**src/rtl/nes_ctrl_pkg.sv**
```systemverilog
// Shared NES joypad definitions: button bit positions and shift-register sizing,
// used by the controller model, the benches and the console's input logic.
package nes_ctrl_pkg;

  localparam int unsigned BTN_A      = 0;
  localparam int unsigned BTN_B      = 1;
  localparam int unsigned BTN_SELECT = 2;
  localparam int unsigned BTN_START  = 3;
  localparam int unsigned BTN_UP     = 4;
  localparam int unsigned BTN_DOWN   = 5;
  localparam int unsigned BTN_LEFT   = 6;
  localparam int unsigned BTN_RIGHT  = 7;

  localparam int unsigned BTN_W = 8;
  localparam logic [3:0]  READ_MAX = 4'd8;

endpackage

```
**src/rtl/nes_controller_sim.sv**
```systemverilog
// NES joypad model: CD4021-style parallel-in/serial-out register with an optional
// time-scheduled button script for unattended benches.
module nes_controller_sim
  import nes_ctrl_pkg::*;
#(
  parameter bit          SCRIPT_EN = 1'b0,
  parameter logic [31:0] T1        = 32'd800000,
  parameter logic [31:0] T2        = 32'd2000000,
  parameter logic [31:0] T3        = 32'd2200000,
  parameter logic [7:0]  B0        = 8'h00,
  parameter logic [7:0]  B1        = 8'h08,
  parameter logic [7:0]  B2        = 8'h01,
  parameter logic [7:0]  B3        = 8'h80
) (
  input  logic             clk,
  input  logic             rst,
  input  logic             strobe,
  input  logic             rd,
  input  logic [BTN_W-1:0] btns,
  output logic             data,
  output logic [BTN_W-1:0] latched,
  output logic [3:0]       read_count
);

  logic [BTN_W-1:0] shift_r;
  logic [BTN_W-1:0] shift_nxt_s;
  logic [3:0]       read_count_r;
  logic [3:0]       read_count_nxt_s;
  logic             rd_q_r;
  logic             rd_fall_s;
  logic [31:0]      cycle_r;
  logic [BTN_W-1:0] btns_eff_s;

  function automatic logic [BTN_W-1:0] sched_btns(input logic [31:0] cyc);
    logic [BTN_W-1:0] b;
    if (cyc < T1) begin
      b = B0;
    end else if (cyc < T2) begin
      b = B1;
    end else if (cyc < T3) begin
      b = B2;
    end else begin
      b = B3;
    end
    return b;
  endfunction

  // Select live or scripted buttons
  always_comb begin
    btns_eff_s = btns;
    if (SCRIPT_EN) begin
      btns_eff_s = sched_btns(cycle_r);
    end else begin
      btns_eff_s = btns;
    end
  end

  assign rd_fall_s = rd_q_r & ~rd;

  // Next-state for the shift register; strobe dominates a coincident rd falling edge
  always_comb begin
    shift_nxt_s      = shift_r;
    read_count_nxt_s = read_count_r;
    if (strobe) begin
      shift_nxt_s      = btns_eff_s;
      read_count_nxt_s = 4'd0;
    end else if (rd_fall_s) begin
      shift_nxt_s = {1'b1, shift_r[BTN_W-1:1]};
      if (read_count_r < READ_MAX) begin
        read_count_nxt_s = read_count_r + 4'd1;
      end else begin
        read_count_nxt_s = READ_MAX;
      end
    end else begin
      shift_nxt_s      = shift_r;
      read_count_nxt_s = read_count_r;
    end
  end

  // State registers with synchronous active-low reset
  always_ff @(posedge clk) begin
    if (!rst) begin
      shift_r      <= 8'h00;
      read_count_r <= 4'd0;
      rd_q_r       <= 1'b0;
      cycle_r      <= 32'd0;
    end else begin
      shift_r      <= shift_nxt_s;
      read_count_r <= read_count_nxt_s;
      rd_q_r       <= rd;
      if (cycle_r != 32'hFFFF_FFFF) begin
        cycle_r <= cycle_r + 32'd1;
      end else begin
        cycle_r <= cycle_r;
      end
    end
  end

  assign data       = shift_r[0];
  assign latched    = shift_r;
  assign read_count = read_count_r;

endmodule

```
**config.mk**
```make
export PLATFORM = sky130hd
export DESIGN_NAME = nes_controller_sim
export DESIGN_NICKNAME = d
export VERILOG_FILES = /design/src/rtl/nes_ctrl_pkg.sv /design/src/rtl/nes_controller_sim.sv
export SDC_FILE = /design/constraint.sdc
export NUM_CORES = 1
export LEC_CHECK = 0
export CAP_MARGIN = 30
export CELL_PAD_IN_SITES_DETAIL_PLACEMENT = 2
export CELL_PAD_IN_SITES_GLOBAL_PLACEMENT = 2
export CORE_MARGIN = 4
export CORE_UTILIZATION = 21
export DETAILED_ROUTE_END_ITERATION = 10
export PLACE_DENSITY_LB_ADDON = 0.1
export SYNTH_ARGS = -nofsm -noshare
export SYNTH_HDL_FRONTEND = slang
export SYNTH_SLANG_ARGS = --single-unit
```
**constraint.sdc**
```tcl
create_clock -name clk -period 1.3 [get_ports clk]
set_clock_uncertainty 0.05 [all_clocks]
set_input_delay 0.325 -clock clk [delete_from_list [all_inputs] [get_ports clk]]
set_output_delay 0.325 -clock clk [all_outputs]
set_load 0.01 [all_outputs]
```
==> summary.md, run 1 <==
| Metric | Value |
|---|---|
| Routed wire length per instance | approximately 13 um |
| Clock root buffer | clkbuf_4 |
| P per Cell Area | approximately 940 nW/um^2 |
| Leak pwr | approximately 0.39 nW |
| Crit path capture type | output port |
| Post-layout util | 0.373 |
| Worst hold slack after final layout | around 0.36 ns |
| I/O pin total | 25 |
| Least-Margin Pin Slew | between 0.3 and 0.4 ns |
| Placer's final routability congestion estimate | 0.758 |
| Area share of the largest cell type after synthesis | 0.483 |
| Clock tree buffer depth | 2 |
| Class of the tightest hold or removal check | input pin to flop |
| Number of non-filler instances in the completed layout | between 100 and 150 |
| Synth area leaders | dfxtp_1 (48%), nand2_1 (10%), o21ai_0 (8.4%) |
| Worst Path Required | between 0.9 and 1 ns |
| Worst setup SP type | flop |
| Cell-internal power | between 0.6 and 0.7 mW |
| Relative max-transition margin | 0.774 |
| Standard-cell row count | 18 |
| Synthesized netlist cell count | between 60 and 70 |
| Die height | ~59 um |
| Iteration-0 DRC count of the detailed router | 5 |
| Diodes inserted | 0 |
| Synth-to-layout area growth | 69.6% |
| Cell area after synthesis | 539 um^2 |
| Critical R2R Launch | read_count[2]$_SDFFE_PP0P_ |
| Antenna-violating nets left | 0 |
| Average footprint of a synthesized cell | 8.30 um^2 |
| Maximum vdd ir drop | approximately 0.35 mV |
| Pin count of the biggest net entering global routing | 15 |
| Global-route wire length before repair | 3090 um |
| Total chip power | 0.862 mW |
| Combinational cell fraction of total power | 0.187 |
| Insertion delay to the later sink of the worst-skew pair | slightly below 0.3 ns |
| Area of the multi-input gates | about 260 um^2 |
| Half-perimeter wire length after detailed placement | ~1300 um |
| Initial Util | 0.220 |
| Drt via density | 4.57 |
| Result of the run | complete, no violations |
| Number of remaining DRC errors | 0 |
| Synthesis-stage register bit count | 13 |
| Worst hold stages | 2 |
| Slew Viols, Final | 0 |
| RR Endpoint | read_count[2]$_SDFFE_PP0P_ |
| Area taken by flip-flops and latches | between 200 and 300 um^2 |
| DR pass1 iterations | 3 |
| Max-cap violations | 0 |
| Number of warnings printed during yosys synthesis | 0 |
| Standard cell with the maximum stage delay on the critical path | dfxtp_1 |
| Primary flip-flop cell chosen by synthesis mapping | dfxtp_1 |
| Final min period | 1.27 ns |
| Setup repair after global routing missed its margin | true |
| Timing-limited maximum frequency | about 790 MHz |
| Sequential fraction of design power | 0.498 |
| Fillers | approximately 300 |
| Post-synthesis xor/xnor area fraction | 0 |
| Multiplexer share of the synthesized area | 0 |
| Sequential share of the synthesized area | 0.483 |
| Clk slew on worst S/H paths | 0.09 ns |
| Worst Path Class, Setup | flop to output port |
| Number of cells traversed by the worst register-to-register path | 3 |
| Complex-gate fraction of the synthesized area | 0.220 |
| Number of port buffers | 24 |
| Worst hold endpoint | rd_q_r$_SDFF_PN0_ |
| Setup slack on the worst flop-to-flop path | 0.08 ns |
| Maximum fanout count along the critical path | 3 |
| Main combinational cell family by area after synthesis | simple AND/OR/NAND/NOR gates |
| Synth cell types | 20 |
| Most common cell in the netlist | nand2_1 |
| Die X | between 50 and 60 um |
| Final nets | around 120 |
| Number of global-route vias before repair | ~660 |
| Critical Path Start | latched[0]$_SDFFE_PN0P_ |
| Core Area | between 2000 and 2500 um^2 |
| Share of post-route cells with drive strength above 1 | 0.298 |
| Switching Fraction | 0.269 |
| Hold path startpoint | rd |
| Post-synthesis adder-cell area fraction | 0.0232 |
| Chain of cells forming the critical path | clkdlybuf4s15_1 |
| Max incr delay on CP | 0.36 ns |
| Arrival time of data at the critical path endpoint | between 0.8 and 0.9 ns |
| Initial antenna violation count | 0 |
| Number of setup violations in the final report | 0 |
| Clock network power share | 0.315 |
| Num Clock Sinks | 13 |
| Cell family with the largest share of critical-path delay | flip-flops |
| Switching power | 0.232 mW |
| List of most frequent post-synthesis cells | nand2_1 (15), dfxtp_1 (13), o21ai_0 (9), a31oi_1 (6), a21oi_1 (4) |
| Final critical-path share of the clock period | 0.976 |
| Synth Net Count | a little under 80 |
| Number of synthesized flops with an enable pin | 0 |
| Simple-gate share of the synthesized area | 0.230 |
| Cell total after placement | around 130 |
| Maximum level of the CTS H-tree | 1 |
| Final WL | roughly 1800 um |
| Critical path buffer and inverter count | 1 |
| TritonCTS clock tree | built |
| Number of buffers added by the clock tree synthesis step | 3 |
| DR vias | roughly 600 |
| Final Hold Violating Endpoints | 0 |
| Dominant cell type by area after synthesis | dfxtp_1 |
| Overall global routing resource usage | 0.122 |
| Residual overflow from global routing | 0 |
| Post-synth ARST share | 0 |
| Die area | between 3000 and 4000 um^2 |
| Critical path depth | 1 |
## final cells by class
class / count / share of cell area
clock buffers: 4 / 0.0287
flip-flops and latches: 13 / 0.291
inverters: 1 / 0.00410
repair buffers: 39 / 0.354
well taps: 30 / 0.0410
multi-input cells: 47 / 0.280
## worst max-delay path by stage
stage,endpoint,slack [ns]
final,latched[0],0.03
after global routing,latched[0],-0.02
after CTS,latched[3],0.004
after detailed placement,read_count[2]$_SDFFE_PP0P_,-0.39
after global placement,read_count[2]$_SDFFE_PP0P_,-0.34
after floorplan,read_count[2]$_SDFFE_PP0P_,0.05
## routing by layer
layer,GRT usage,vias to the layer above,share of wire,wire [um]
met4,0.0777,0,0.029,51
li1,-,305,-,-
met2,0.187,17,0.47,828
met1,0.152,286,0.45,797
met3,0.0329,5,0.057,102
met5,0,-,0,0
## cell usage in the layout (no fill, tap or decap), types with 2 or more instances in the layout
cell and instances:
a21oi_1 4, a31oi_1 6, buf_4 14, clkbuf_2 7
clkbuf_4 3, clkdlybuf4s15_1 5, clkdlybuf4s50_1 10, dfxtp_1 10
dfxtp_2 2, nand2_1 15, nor2_1 3, o21ai_0 9
## per-stage QoR
stage	worst slack, ns	TNS [ns]	cell area, um^2
2_1_floorplan	0.0531	0	539
5_1_grt	-0.0160	-0.0320	915
3_3_place_gp	-0.339	-3.33	915
6_report	0.0314	0	915
3_5_place_dp	-0.388	-3.75	915
4_1_cts	0.00425	0	935
## state kept, by name, indices dropped and copies added (netlist names)
| name | count |
|---|---|
| latched | 8 |
| read_count | 4 |
| rd_q_r | 1 |
## cells by family after synthesis
| family | after synthesis |
|---|---|
| AO/OA/AOI/OAI | 21 |
| adder cells (fa/ha/maj) | 1 |
| buffers and inverters | 5 |
| flip-flops | 13 |
| AND/OR/NAND/NOR | 25 |
## power by group through the flow
| stage | combinational [mW] | sequential (mW) | clock (mW) |
|---|---|---|---|
| 3_5_place_dp | 0.181 | 0.441 | 0 |
| 4_1_cts | 0.168 | 0.431 | 0.294 |
| 3_3_place_gp | 0.179 | 0.440 | 0 |
| 5_1_grt | 0.180 | 0.433 | 0.316 |
| 6_report | 0.161 | 0.429 | 0.271 |
| 2_1_floorplan | 0.0469 | 0.451 | 0 |
## repair_timing
item | in CTS | in global routing
gates resized for setup | 23 | 18
setup endpoints to repair | 19 | 14
pin swaps | 1 | 0
setup buffers | 0 | 1
hold buffers | 0 | 0
Note: power is estimated with default switching activity, not from simulation.
==> inputs of run 2 (changes only) <==
--- a/config.mk
+++ b/config.mk
@@ -5,13 +5,15 @@
 export SDC_FILE = /design/constraint.sdc
 export NUM_CORES = 1
 export LEC_CHECK = 0
-export CAP_MARGIN = 30
+export CAP_MARGIN = 10
 export CELL_PAD_IN_SITES_DETAIL_PLACEMENT = 2
 export CELL_PAD_IN_SITES_GLOBAL_PLACEMENT = 2
 export CORE_MARGIN = 4
 export CORE_UTILIZATION = 21
+export CTS_CLUSTER_SIZE = 30
 export DETAILED_ROUTE_END_ITERATION = 10
 export PLACE_DENSITY_LB_ADDON = 0.1
+export SKIP_CTS_REPAIR_TIMING = 1
 export SYNTH_ARGS = -nofsm -noshare
 export SYNTH_HDL_FRONTEND = slang
 export SYNTH_SLANG_ARGS = --single-unit
==> run 2 against run 1 <==
Net effect:
- power rose by 1.5%
- largest cell class unchanged
- combinational power rose by 8%
- worst hold slack got worse by 0.11 ns
- clock power barely moved
- routed wire length fell by 0.73%
- critical path depth rose by 2
- final area rose by 7.7%
- via count rose by 1.3%
- fmax rose by 2.5%
- critical endpoint is now read_count[2]$_SDFFE_PP0P_
- largest power group unchanged
- clock-buffer cell count did not move
- first-iteration DRC count fell by 80%
- sequential share of layout area fell by 2.5 points
==> summary.md, run 2 (synthesized netlist as in run 1, its figures left out) <==
| Metric | Value |
|---|---|
| Result of the run | complete, no violations |
| Maximum vdd ir drop | about 0.35 mV |
| P per Cell Area | about 890 nW/um^2 |
| Area taken by flip-flops and latches | between 200 and 300 um^2 |
| Fillers | approximately 280 |
| Initial Util | 0.220 |
| Clk slew on worst S/H paths | ~0.090 ns |
| Worst Path Required | roughly 1.5 ns |
| Synth-to-layout area growth | 82.6% |
| Global-route wire length before repair | around 3100 um |
| Num Clock Sinks | 13 |
| Number of setup violations in the final report | 0 |
| Setup repair after global routing missed its margin | false |
| Number of buffers added by the clock tree synthesis step | 3 |
| Die area | 3440 um^2 |
| Share of post-route cells with drive strength above 1 | 0.204 |
| TritonCTS clock tree | built |
| Core Area | between 2000 and 2500 um^2 |
| Worst Path Class, Setup | flop to flop |
| Drt via density | roughly 4.7 |
| Residual overflow from global routing | 0 |
| Final WL | about 1800 um |
| Insertion delay to the later sink of the worst-skew pair | between 0.2 and 0.3 ns |
| Slew Viols, Final | 0 |
| Die height | 58.7 um |
| Pin count of the biggest net entering global routing | 15 |
| DR pass1 iterations | 2 |
| Half-perimeter wire length after detailed placement | around 1300 um |
| Arrival time of data at the critical path endpoint | 1.41 ns |
| Initial antenna violation count | 0 |
| Least-Margin Pin Slew | 0.311 ns |
| Antenna-violating nets left | 0 |
| Clock tree buffer depth | 2 |
| DR vias | around 620 |
| Final nets | around 120 |
| Crit path capture type | flop |
| Class of the tightest hold or removal check | input pin to flop |
| Final min period | 1.24 ns |
| Clock root buffer | clkbuf_4 |
| Iteration-0 DRC count of the detailed router | 1 |
| Commonest non-fill, non-tap cell in the layout | nand2_1 |
| Setup TNS Final | 0 ns |
| Relative max-transition margin | 0.792 |
| Diodes inserted | 0 |
| Die X | 58.7 um |
| Leak pwr | a little under 0.6 nW |
| Number of port buffers | 24 |
| Max-cap violations | 0 |
| Top library cells by usage in the layout, fill and taps aside | nand2_1 (15), dlymetal6s2s_1 (14), buf_4 (12) |
| Maximum level of the CTS H-tree | 1 |
| Max FFs per register | 8 |
| Placer's final routability congestion estimate | between 0.7 and 0.8 |
| Overall global routing resource usage | 0.123 |
| Number of global-route vias before repair | 659 |
| Timing-limited maximum frequency | 808 MHz |
| I/O pin total | 25 |
| Final critical-path share of the clock period | 0.952 |
| Number of remaining DRC errors | 0 |
| Routed wire length per instance | ~13 um |
| Final Hold Violating Endpoints | 0 |
| Area of the multi-input gates | about 260 um^2 |
| Maximum fanout count along the critical path | 4 |
| Standard-cell row count | 18 |
| Post-layout util | 0.401 |
| Worst setup SP type | flop |
[run 2: changes by cell type in the layout (fill, tap and decap cells not counted), moves of 2 or more]
cell	change
dlymetal6s2s_1	+14
clkdlybuf4s15_1	-5
buf_4	-2
clkbuf_2	-7
[run 2: path summary, 6_finish.rpt]
path | startpoint | end | slack (ns) | cells past startpoint
max | read_count[1]$_SDFFE_PP0P_ | read_count[2]$_SDFFE_PP0P_ | 0.06 | 3
min | rd | rd_q_r$_SDFF_PN0_ | 0.25 | 2
max reg2reg | read_count[1]$_SDFFE_PP0P_ | read_count[2]$_SDFFE_PP0P_ | 0.06 | 3
min reg2reg | read_count[1]$_SDFFE_PP0P_ | read_count[1]$_SDFFE_PP0P_ | 0.44 | 2
[run 2: worst max-delay path: stages (launching register included)]
cell and delay, ns:
dfxtp_2 0.37, ha_1 0.17, or4b_1 0.43, a21oi_1 0.15
[run 2: final cells by class]
cell class	count	area share
Tap cell	30	0.0381
Inverter	1	0.00381
Multi-Input combinational cell	47	0.262
Sequential cell	13	0.267
Clock buffer	4	0.0267
Timing Repair Buffer	38	0.403
[run 2: stage by stage]
stage	total power, mW	setup WS, ns	cells	hold WS [ns]	cell area (um^2)
2_1_floorplan	0.498	0.0531	65	0.397	539
3_3_place_gp	0.619	-0.339	129	0.436	915
3_5_place_dp	0.622	-0.388	129	0.439	915
4_1_cts	0.907	-0.355	133	0.454	941
5_1_grt	0.944	0.00701	133	0.277	985
6_report	0.875	0.0620	133	0.250	985
[run 2: layer usage]
layer	share of wire	track usage	routed length [um]	vias up
met2	0.49	0.187	860	17
li1	-	-	-	304
met5	0	0	0	-
met4	0.029	0.0777	51	0
met1	0.43	0.153	754	295
met3	0.056	0.0329	99	5
[run 2: where the power goes]
part	leakage (nW)	internal (mW)	total, mW	switching (mW)
Combinational	0.457	0.106	0.174	0.0676
Clock	0.0150	0.119	0.272	0.152
Sequential	0.108	0.419	0.430	0.0111
Total	0.580	0.644	0.875	0.231
